### config.mk
export PLATFORM = sky130hd
export DESIGN_NAME = d_cache_dm
export DESIGN_NICKNAME = d
export VERILOG_FILES = /design/src/rtl/nand_cpu_pkg.sv /design/src/rtl/d_cache_tag_array.sv /design/src/rtl/d_cache_dm.sv
export SDC_FILE = /design/constraint.sdc
export NUM_CORES = 2
export LEC_CHECK = 0
export ABC_AREA = 1
export BUFFER_PORTS_ARGS = -buffer_cell sky130_fd_sc_hd__clkbuf_2
export CELL_PAD_IN_SITES_DETAIL_PLACEMENT = 2
export CELL_PAD_IN_SITES_GLOBAL_PLACEMENT = 2
export CORE_ASPECT_RATIO = 1.5
export CORE_MARGIN = 2
export CORE_UTILIZATION = 40
export CTS_BUF_LIST = sky130_fd_sc_hd__clkbuf_8 sky130_fd_sc_hd__clkbuf_16
export DETAILED_ROUTE_END_ITERATION = 16
export PLACE_DENSITY_LB_ADDON = 0.1
export SYNTH_ARGS = -nofsm -noshare
export SYNTH_HDL_FRONTEND = slang
export SYNTH_SLANG_ARGS = --single-unit
### constraint.sdc
create_clock -name clk -period 5.22 [get_ports clk]
set_input_delay 0.783 -clock clk [delete_from_list [all_inputs] [get_ports clk]]
set_output_delay 0.783 -clock clk [all_outputs]
set_load 0.05 [all_outputs]
### src/rtl/nand_cpu_pkg.sv
// Shared types for the nand_cpu memory path: request opcode and data cache FSM states.
package nand_cpu_pkg;

  typedef enum logic {
    MEM_READ  = 1'b0,
    MEM_WRITE = 1'b1
  } mem_op_e;

  typedef enum logic [1:0] {
    IDLE,
    WRITEBACK,
    REFILL,
    RESPOND
  } d_cache_state_t;

endpackage

### src/rtl/d_cache_tag_array.sv
// Valid/dirty/tag storage for the direct-mapped data cache; combinational lookup, registered update.
module d_cache_tag_array #(
  parameter int LINES = 16,
  parameter int TAG_W = 10,
  localparam int IDX_W = $clog2(LINES)
) (
  input  logic             clk,
  input  logic             n_rst,
  input  logic [IDX_W-1:0] idx,
  output logic             lk_valid,
  output logic             lk_dirty,
  output logic [TAG_W-1:0] lk_tag,
  input  logic             fill,
  input  logic [TAG_W-1:0] fill_tag,
  input  logic             set_dirty,
  input  logic             clr_dirty
);

  logic [LINES-1:0] valid;
  logic [LINES-1:0] dirty;
  logic [TAG_W-1:0] tag_mem [LINES];

  assign lk_valid = valid[idx];
  assign lk_dirty = dirty[idx];
  assign lk_tag   = tag_mem[idx];

  always_ff @(posedge clk or negedge n_rst) begin
    if (!n_rst) begin
      valid <= '0;
      dirty <= '0;
      for (int i = 0; i < LINES; i++) tag_mem[i] <= '0;
    end else begin
      if (fill) begin
        valid[idx]   <= 1'b1;
        dirty[idx]   <= 1'b0;
        tag_mem[idx] <= fill_tag;
      end
      if (set_dirty) dirty[idx] <= 1'b1;
      if (clr_dirty) dirty[idx] <= 1'b0;
    end
  end

endmodule

### src/rtl/d_cache_dm.sv
// Direct-mapped write-back, write-allocate data cache with a word-serial backing memory port.
//
// state     | meaning
// IDLE      | accepting requests; hits answered next cycle
// WRITEBACK | streaming dirty victim line out, one beat per mem_ack
// REFILL    | streaming requested line in, one beat per mem_ack
// RESPOND   | answer the missed request (merge store data), then back to IDLE
module d_cache_dm
  import nand_cpu_pkg::*;
#(
  parameter int ADDR_W         = 16,
  parameter int DATA_W         = 16,
  parameter int LINES          = 16,
  parameter int WORDS_PER_LINE = 4
) (
  input  logic              clk,
  input  logic              n_rst,
  input  logic              req_valid,
  input  logic              req_op,
  input  logic [ADDR_W-1:0] req_addr,
  input  logic [DATA_W-1:0] req_wdata,
  output logic              req_ready,
  output logic              resp_valid,
  output logic [DATA_W-1:0] resp_data,
  output logic              mem_req,
  output logic              mem_we,
  output logic [ADDR_W-1:0] mem_addr,
  output logic [DATA_W-1:0] mem_wdata,
  input  logic              mem_ack,
  input  logic [DATA_W-1:0] mem_rdata
);

  localparam int OFF_W = $clog2(WORDS_PER_LINE);
  localparam int IDX_W = $clog2(LINES);
  localparam int TAG_W = ADDR_W - IDX_W - OFF_W;
  localparam int DM_W  = IDX_W + OFF_W;

  d_cache_state_t state, state_nxt;

  logic [OFF_W-1:0]  beat;
  logic              cap_op;
  logic [ADDR_W-1:0] cap_addr;
  logic [DATA_W-1:0] cap_wdata;
  logic [TAG_W-1:0]  victim_tag;

  logic [DATA_W-1:0] data_mem [LINES*WORDS_PER_LINE];
  logic              dm_we;
  logic [DM_W-1:0]   dm_addr;
  logic [DATA_W-1:0] dm_wdata;

  logic [OFF_W-1:0] req_off, cap_off;
  logic [IDX_W-1:0] req_idx, cap_idx, lk_idx;
  logic [TAG_W-1:0] req_tag, cap_tag, lk_tag;
  logic             lk_valid, lk_dirty, hit, beat_last;
  logic             tag_fill, tag_set_dirty, tag_clr_dirty;

  assign req_off = req_addr[OFF_W-1:0];
  assign req_idx = req_addr[OFF_W +: IDX_W];
  assign req_tag = req_addr[ADDR_W-1 -: TAG_W];
  assign cap_off = cap_addr[OFF_W-1:0];
  assign cap_idx = cap_addr[OFF_W +: IDX_W];
  assign cap_tag = cap_addr[ADDR_W-1 -: TAG_W];

  // Lookup follows the incoming request in IDLE and the captured request otherwise.
  assign lk_idx    = (state == IDLE) ? req_idx : cap_idx;
  assign hit       = lk_valid && (lk_tag == req_tag);
  assign beat_last = &beat;

  d_cache_tag_array #(
    .LINES (LINES),
    .TAG_W (TAG_W)
  ) u_tag_array (
    .clk       (clk),
    .n_rst     (n_rst),
    .idx       (lk_idx),
    .lk_valid  (lk_valid),
    .lk_dirty  (lk_dirty),
    .lk_tag    (lk_tag),
    .fill      (tag_fill),
    .fill_tag  (cap_tag),
    .set_dirty (tag_set_dirty),
    .clr_dirty (tag_clr_dirty)
  );

  always_comb begin
    state_nxt     = state;
    req_ready     = 1'b0;
    mem_req       = 1'b0;
    mem_we        = 1'b0;
    mem_addr      = '0;
    mem_wdata     = '0;
    tag_fill      = 1'b0;
    tag_set_dirty = 1'b0;
    tag_clr_dirty = 1'b0;
    dm_we         = 1'b0;
    dm_addr       = {cap_idx, cap_off};
    dm_wdata      = cap_wdata;
    case (state)
      IDLE: begin
        req_ready = 1'b1;
        if (req_valid) begin
          if (hit) begin
            if (req_op == MEM_WRITE) begin
              dm_we         = 1'b1;
              dm_addr       = {req_idx, req_off};
              dm_wdata      = req_wdata;
              tag_set_dirty = 1'b1;
            end
          end else if (lk_valid && lk_dirty) begin
            state_nxt = WRITEBACK;
          end else begin
            state_nxt = REFILL;
          end
        end
      end
      WRITEBACK: begin
        mem_req   = 1'b1;
        mem_we    = 1'b1;
        mem_addr  = {victim_tag, cap_idx, beat};
        mem_wdata = data_mem[{cap_idx, beat}];
        if (mem_ack && beat_last) begin
          tag_clr_dirty = 1'b1;
          state_nxt     = REFILL;
        end
      end
      REFILL: begin
        mem_req  = 1'b1;
        mem_addr = {cap_tag, cap_idx, beat};
        if (mem_ack) begin
          dm_we    = 1'b1;
          dm_addr  = {cap_idx, beat};
          dm_wdata = mem_rdata;
          if (beat_last) begin
            tag_fill  = 1'b1;
            state_nxt = RESPOND;
          end
        end
      end
      RESPOND: begin
        state_nxt = IDLE;
        if (cap_op == MEM_WRITE) begin
          dm_we         = 1'b1;
          tag_set_dirty = 1'b1;
        end
      end
      default: state_nxt = IDLE;
    endcase
  end

  always_ff @(posedge clk or negedge n_rst) begin
    if (!n_rst) begin
      state      <= IDLE;
      beat       <= '0;
      cap_op     <= 1'b0;
      cap_addr   <= '0;
      cap_wdata  <= '0;
      victim_tag <= '0;
      resp_valid <= 1'b0;
      resp_data  <= '0;
    end else begin
      state      <= state_nxt;
      resp_valid <= 1'b0;
      resp_data  <= '0;
      if (state == IDLE && req_valid) begin
        cap_op     <= req_op;
        cap_addr   <= req_addr;
        cap_wdata  <= req_wdata;
        victim_tag <= lk_tag;
        if (hit) begin
          resp_valid <= 1'b1;
          if (req_op == MEM_READ) resp_data <= data_mem[{req_idx, req_off}];
        end
      end
      // The counter wraps to zero on the last beat, leaving it ready for the next phase.
      if (mem_req && mem_ack) beat <= beat + OFF_W'(1);
      if (state == RESPOND) begin
        resp_valid <= 1'b1;
        if (cap_op == MEM_READ) resp_data <= data_mem[{cap_idx, cap_off}];
      end
    end
  end

  always_ff @(posedge clk) begin
    if (dm_we) data_mem[dm_addr] <= dm_wdata;
  end

endmodule

=== After elaboration in Yosys (flattened, before gate mapping) ===
Memories as Yosys holds them, arrays and structs flattened.
Cells that the tools add are included.
Widths: inputs -> output; s select.

* Add/sub/neg operators: 1
* $lt $le $gt $ge: 4
* Muxes and demuxes: 60
* Equality and inequality tests: 9
* Reductions and logical operators: 11
* Bitwise gates (word level): 6

{| class="wikitable"
|+ Operators by type and width
! kind !! count
|-
| $mux 16 || 13
|-
| $bwmux 160 || 1
|-
| $pmux 16 s2 || 2
|-
| $bmux 10 s4 || 1
|-
| $demux 10 s4 || 1
|-
| $and 16x16->16 || 2
|-
| $or 16x16->16 || 2
|-
| $mux 10 || 3
|-
| $mux 1 || 21
|-
| $mux 6 || 3
|-
| $not 16->16 || 1
|-
| $mux 2 || 7
|-
| $pmux 6 s2 || 1
|-
| $eq 10x10->1 || 1
|-
| $ne 2x2->1 const B || 5
|-
| $bmux 1 s4 || 2
|-
| $pmux 2 s4 || 1
|-
| $logic_and 1x1->1 || 7
|-
| $ge 5x5->1 const B || 1
|-
| $lt 4x5->1 const B || 1
|-
| $lt 5x1->1 const B || 1
|-
| $not 4->5 || 1
|-
| $reduce_and 5->1 || 1
|-
| $demux 1 s4 || 1
|-
| other kinds (10) || 11
|}

* Logic and storage cells: 118
* Output and inout bits: 52
* Memories: 1
* Memory bits (writable): 1,024
* Register bits after elaboration: 256

{| class="wikitable"
|+ Memory list
! name !! words !! width !! rd ports !! clocked after Yosys merged registers in !! write ports !! line !! source
|-
| data_mem || 64 || 16 || 3 || 0 || 1 || d_cache_dm.sv:46 || <nowiki>logic [DATA_W-1:0] data_mem [LINES*WORDS_PER_LINE];</nowiki>
|}

=== Logic depth before layout (Yosys ltp) ===
* Word-level depth: 14
* Depth in mapped cells: 28

=== By module ===
Synthesis repeated with hierarchy kept, for this count alone.

* Cell total of the unflattened synthesis: 8,827
* Area total of the unflattened synthesis: 72,125.4 um^2

{| class="wikitable"
|+ By module, submodules not included
! module !! area an instance (um^2) !! cells an instance !! times used !! sequential area each (um^2)
|-
| d_cache_dm || 62,796.5 || 7,553 || 1 || 32,351.0
|-
| d_cache_tag_array || 9,328.9 || 1,274 || 1 || 4,804.6
|}

=== Worst setup path after synthesis ===
No wires, ideal clock.

* Kind: flip-flop to flip-flop
* From: reg state[0]
* To: mem data_mem[0][12] (data pin)
* Library setup time: 0.567 ns
* Path buffers: 3
* Setup slack: 0.253 ns
* Clock period less this slack: 4.967 ns
* Stages on the path, launching flop included: 20
* Data required time: 4.653 ns
* Arrival time: 4.399 ns
* Cell sequence: dfrtp_1 inv_1 ha_1 buf_6 inv_4 nand2_4 nand2_4 buf_6 buf_4 o21ai_1 nand2_1 nand3_1 nand2_1 nand2_1 inv_2 nand2_1 nand2_1 nor3_2 nand4_2 o221ai_1

* Word-level cells in the longest chain between the ends: 11

{| class="wikitable"
|+ Ends and longest elaborated chain
! what !! line !! source
|-
| start: declaration || d_cache_dm.sv:38 || <nowiki>d_cache_state_t state, state_nxt;</nowiki>
|-
| start signal: assignment || d_cache_dm.sv:161 || <nowiki>state <= state_nxt;</nowiki>
|-
| $logic_not 2->1 || d_cache_dm.sv:65, d_cache_dm.sv:98 ||
|-
| $mux 4 || d_cache_dm.sv:65 || <nowiki>assign lk_idx = (state == IDLE) ? req_idx : cap_idx;</nowiki>
|-
| $not 4->5 (not written as such) || d_cache_tag_array.sv:25 || <nowiki>assign lk_tag = tag_mem[idx];</nowiki>
|-
| $bmux 10 s4 || d_cache_tag_array.sv:25 ||
|-
| $mux 10 (not written as such) (2 in a row) || d_cache_tag_array.sv:25 ||
|-
| $eq 10x10->1 || d_cache_dm.sv:66 || <nowiki>assign hit = lk_valid && (lk_tag == req_tag);</nowiki>
|-
| $logic_and 1x1->1 || d_cache_dm.sv:66 ||
|-
| $mux 16 || d_cache_dm.sv:102 || <nowiki>if (hit) begin</nowiki>
|-
| $mux 16 || d_cache_dm.sv:101 || <nowiki>if (req_valid) begin</nowiki>
|-
| $pmux 16 s2 (*) || d_cache_dm.sv:98 || <nowiki>case (state)</nowiki>
|-
| via dm_wdata[12] || d_cache_dm.sv:49 || <nowiki>logic [DATA_W-1:0] dm_wdata;</nowiki>
|-
| end: declaration || d_cache_dm.sv:46 ||
|}

The timed path passes the listed nets; every way through them passes the cells marked *. The select of a mux whose other input is x is not followed.

=== Final worst setup path ===
* From: reg beat[0]
* To: out mem_wdata[15]

* Word-level cells in the longest chain between the ends: 2

{| class="wikitable"
|+ Ends and longest elaborated chain
! what !! line !! source
|-
| start: declaration || d_cache_dm.sv:40 || <nowiki>logic [OFF_W-1:0] beat;</nowiki>
|-
| start signal: assignment || d_cache_dm.sv:175 || <nowiki>if (mem_req && mem_ack) beat <= beat + OFF_W'(1);</nowiki>
|-
| $mem_v2 64x16 || - ||
|-
| $mux 16 || d_cache_dm.sv:98 ||
|-
| end: declaration || d_cache_dm.sv:28 || <nowiki>output logic [DATA_W-1:0] mem_wdata,</nowiki>
|}

No other way between the ends.

==> out/results.ini <==
[cells_and_area]
layout-drive-gt1-share = 0.0929
final_common_cell = o21ai_0
area_growth_pct = 12.7
final_cell_mix = o21ai_0, nor2_1, edfxtp_1, nand2_1, o221ai_1
final_nets = 8186

[cts]
cts_tree = yes
clk_pin_slew_ns = 0.07
cts-root-buf = clkbuf_16
htree_num_levels = 4
clock_path_buffers = 3
cts_sinks = 1280
cts_made_buffers = 136
clock_latency_ns = 0.83

[sta]
skew_ns = 0.0329
finalHoldViolCount = 0
period_minus_slack_ns = 5.13
worst_pin_slew_ns = 1.19
worst_slack_ns = 0.0921
setup_viol = 0
drv_slew = 0
fmax_ghz = 0.195
period_share = 0.982
relSlewSlack = 0.195

[critical_path]
slowest_stage = dfrtp_4
crit_family = buffers and inverters
worst-path-max-fanout = 32
timing.reg2reg.setup_slack_ns = 0.18
path_cells = inv_8, buf_12, buf_4, nor2_1, o22ai_1, nor2_1, o311ai_0, nand3_1, a21oi_1, buf_4, clkbuf_2
critPathKind = flop to output port
critPathArrivalTime_ns = 4.34
crit_path_start_kind = flop
cp.required_ns = 4.44
cp.buffers_inverters = 5
crit_path_max_incr_delay_ns = 0.67
crit_path_end_kind = output port

[power]
power.total_mw = 51.5
switchingPower_mw = 25.4
pwr-share-seq = 0.288
power_frac_comb = 0.509
clkPwrFrac = 0.203
p_int_mw = 26.1
swShare = 0.493
powerDensity_mw_per_mm2 = 644
irDropWorstVdd_v = 0.000566
p_leak_nw = 28.0

[floorplanning]
dieArea_mm2 = 0.181
die_h_um = 520
ios = 105
start_util = 0.402
rows = 189
die_x_um = 348
core_mm2 = 0.176

[detailed_routing]
via_per_inst = 6.83
drc = 0
first_pass_iters = 6
wirelength_um = 374000
ant_nets = 0
drt_iter0_markers = 7106
routedWlPerCell_um = 35.5
vias = 71942

[yosys]
mappedNetlistNets = 8403
syn_area_mm2 = 0.0709
avgSynthCellArea_um2 = 8.50
syn_inst = 8345
ys_warn_count = 0
yosys.cell_types.count = 42
ys_seq_area_frac = 0.524
synth_seq_cells = 1280

[grt]
grt_use_total = 0.406
first_global_vias = 77743
antenna_found_initial = 16
grt_pass1_wl_um = 540000
grt_max_degree = 147
gr-total-overflow = 0

[placement]
place_ws_ns = -0.120
hpwl_um = 234000
portBuffers = 104
gp_congestion = 0.886

[status]
status = completed

[flow_run]
drv_cap = 0

[worst_hold_path]
min_path_type = primary input to flop

-- worst min-delay path: stages --
cell      delay, ns
clkbuf_2       0.09
nand2_1        0.05
o21ai_0        0.06
-- worst paths after layout --
kind | endpoint | startpoint | cells past startpoint
hold reg to reg | u_tag_array.valid[14] | u_tag_array.valid[14] | 2
max in group asynchronous | cap_addr[0] | n_rst | 3
min in group asynchronous | cap_wdata[10] | n_rst | 2
setup reg to reg | data_mem[59][8] | state[1] | 24
hold / removal | cap_wdata[3] | req_wdata[3] | 3
setup / recovery | mem_wdata[15] | beat[0] | 11
-- per-layer routing --
metal	global-route usage	routed length (µm)	part of all wire	up-vias
met4	0.324	33000	0.088	18
met2	0.688	183000	0.49	3632
met1	0.450	132000	0.35	37225
met3	0.0707	26200	0.070	1354
met5	0	116	0.00031	-
li1	-	-	-	29713
-- power groups by stage --
stage                     clock [mW]  combinational, mW  sequential, mW
final                           10.5               26.2            14.8
after global routing            10.8               27.6            14.9
after CTS                       10.5               25.6            14.8
after detailed placement           0               25.2            15.0
after global placement             0               24.2            14.9
after floorplan                    0               13.9            14.9
-- cells in the mapped netlist --
library cell / number / area (µm²)
o21a_1: 3 / 22.5
edfxtp_1: 1024 / 30700
buf_1: 44 / 165
xor2_1: 1 / 8.76
o211ai_1: 24 / 180
buf_6: 4 / 45.0
clkbuf_1: 699 / 2620
dfrtp_1: 256 / 6410
nand2_2: 14 / 87.6
nor3_1: 16 / 80.1
nor2_2: 5 / 31.3
nand4_1: 1 / 6.26
a22oi_1: 1 / 7.51
nor2_4: 3 / 33.8
inv_1: 235 / 882
buf_2: 20 / 100
a221oi_1: 7 / 61.3
inv_4: 1 / 6.26
o311ai_0: 5 / 43.8
nand3b_1: 8 / 60.1
nand4_2: 1 / 12.5
o21ai_2: 1 / 8.76
inv_2: 14 / 52.6
o221ai_1: 569 / 4980
ha_1: 5 / 62.6
a32o_1: 41 / 410
nand2_4: 2 / 22.5
a21oi_2: 3 / 26.3
a21boi_1: 1 / 7.51
o21ai_0: 1821 / 9110
nand3_1: 515 / 2580
nor2_1: 1645 / 6170
a21oi_1: 228 / 1140
nand2_1: 922 / 3460
o21ai_1: 19 / 95.1
nand3_2: 1 / 10.0
a31oi_1: 33 / 206
nor3_2: 1 / 10.0
o22ai_1: 132 / 826
clkinv_1: 7 / 26.3
buf_4: 7 / 52.6
a221o_1: 6 / 60.1
-- layout make-up --
type,count,area [µm²]
well taps,2292,2870
clock buffers,148,3640
clock inverters,99,968
flip-flops and latches,1280,37200
fillers,19200,96500
repair buffers,419,4050
diodes,7,17.5
inverters,257,1040
multi-input cells,6034,30200
-- registers in the layout (all words and copies together), names as in the netlist --
signal / count
u_tag_array.dirty: 16
cap_addr: 16
beat: 2
cap_wdata: 16
u_tag_array.valid: 16
u_tag_array.tag_mem: 160
cap_op: 1
data_mem: 1024
resp_data: 16
victim_tag: 10
state: 2
resp_valid: 1
-- repair_timing --
item	4_1_cts	5_1_grt
hold buffers	1	0
pin swaps	0	3
resized for setup	13	37
hold endpoints to repair	50	0
buffers inserted	0	2
endpoints found under the setup margin	216	1340
-- metrics by stage --
stage / hold slack (ns) / util / setup TNS, ns / cell area [µm²] / cells
5_1_grt: 0.206 / 0.453 / -0.0627 / 79900 / 10531
6_report: 0.202 / 0.453 / 0 / 80000 / 10536
3_3_place_gp: 0.438 / 0.426 / 0 / 75100 / 10279
4_1_cts: 0.172 / 0.452 / -0.117 / 79800 / 10527
2_1_floorplan: 0.423 / - / 0 / 70900 / 8345
3_5_place_dp: 0.452 / 0.426 / -7.81 / 75100 / 10279
-- cell families after synthesis --
kind of cell,Yosys count,synth area share
compound gates,2894,0.242
xor+xnor,1,0.000123
fa+ha+maj,5,0.000882
buf+inv,1031,0.0557
flops,1280,0.524
simple gates,3134,0.177
No activity file was read; power rests on OpenSTA's default activity.
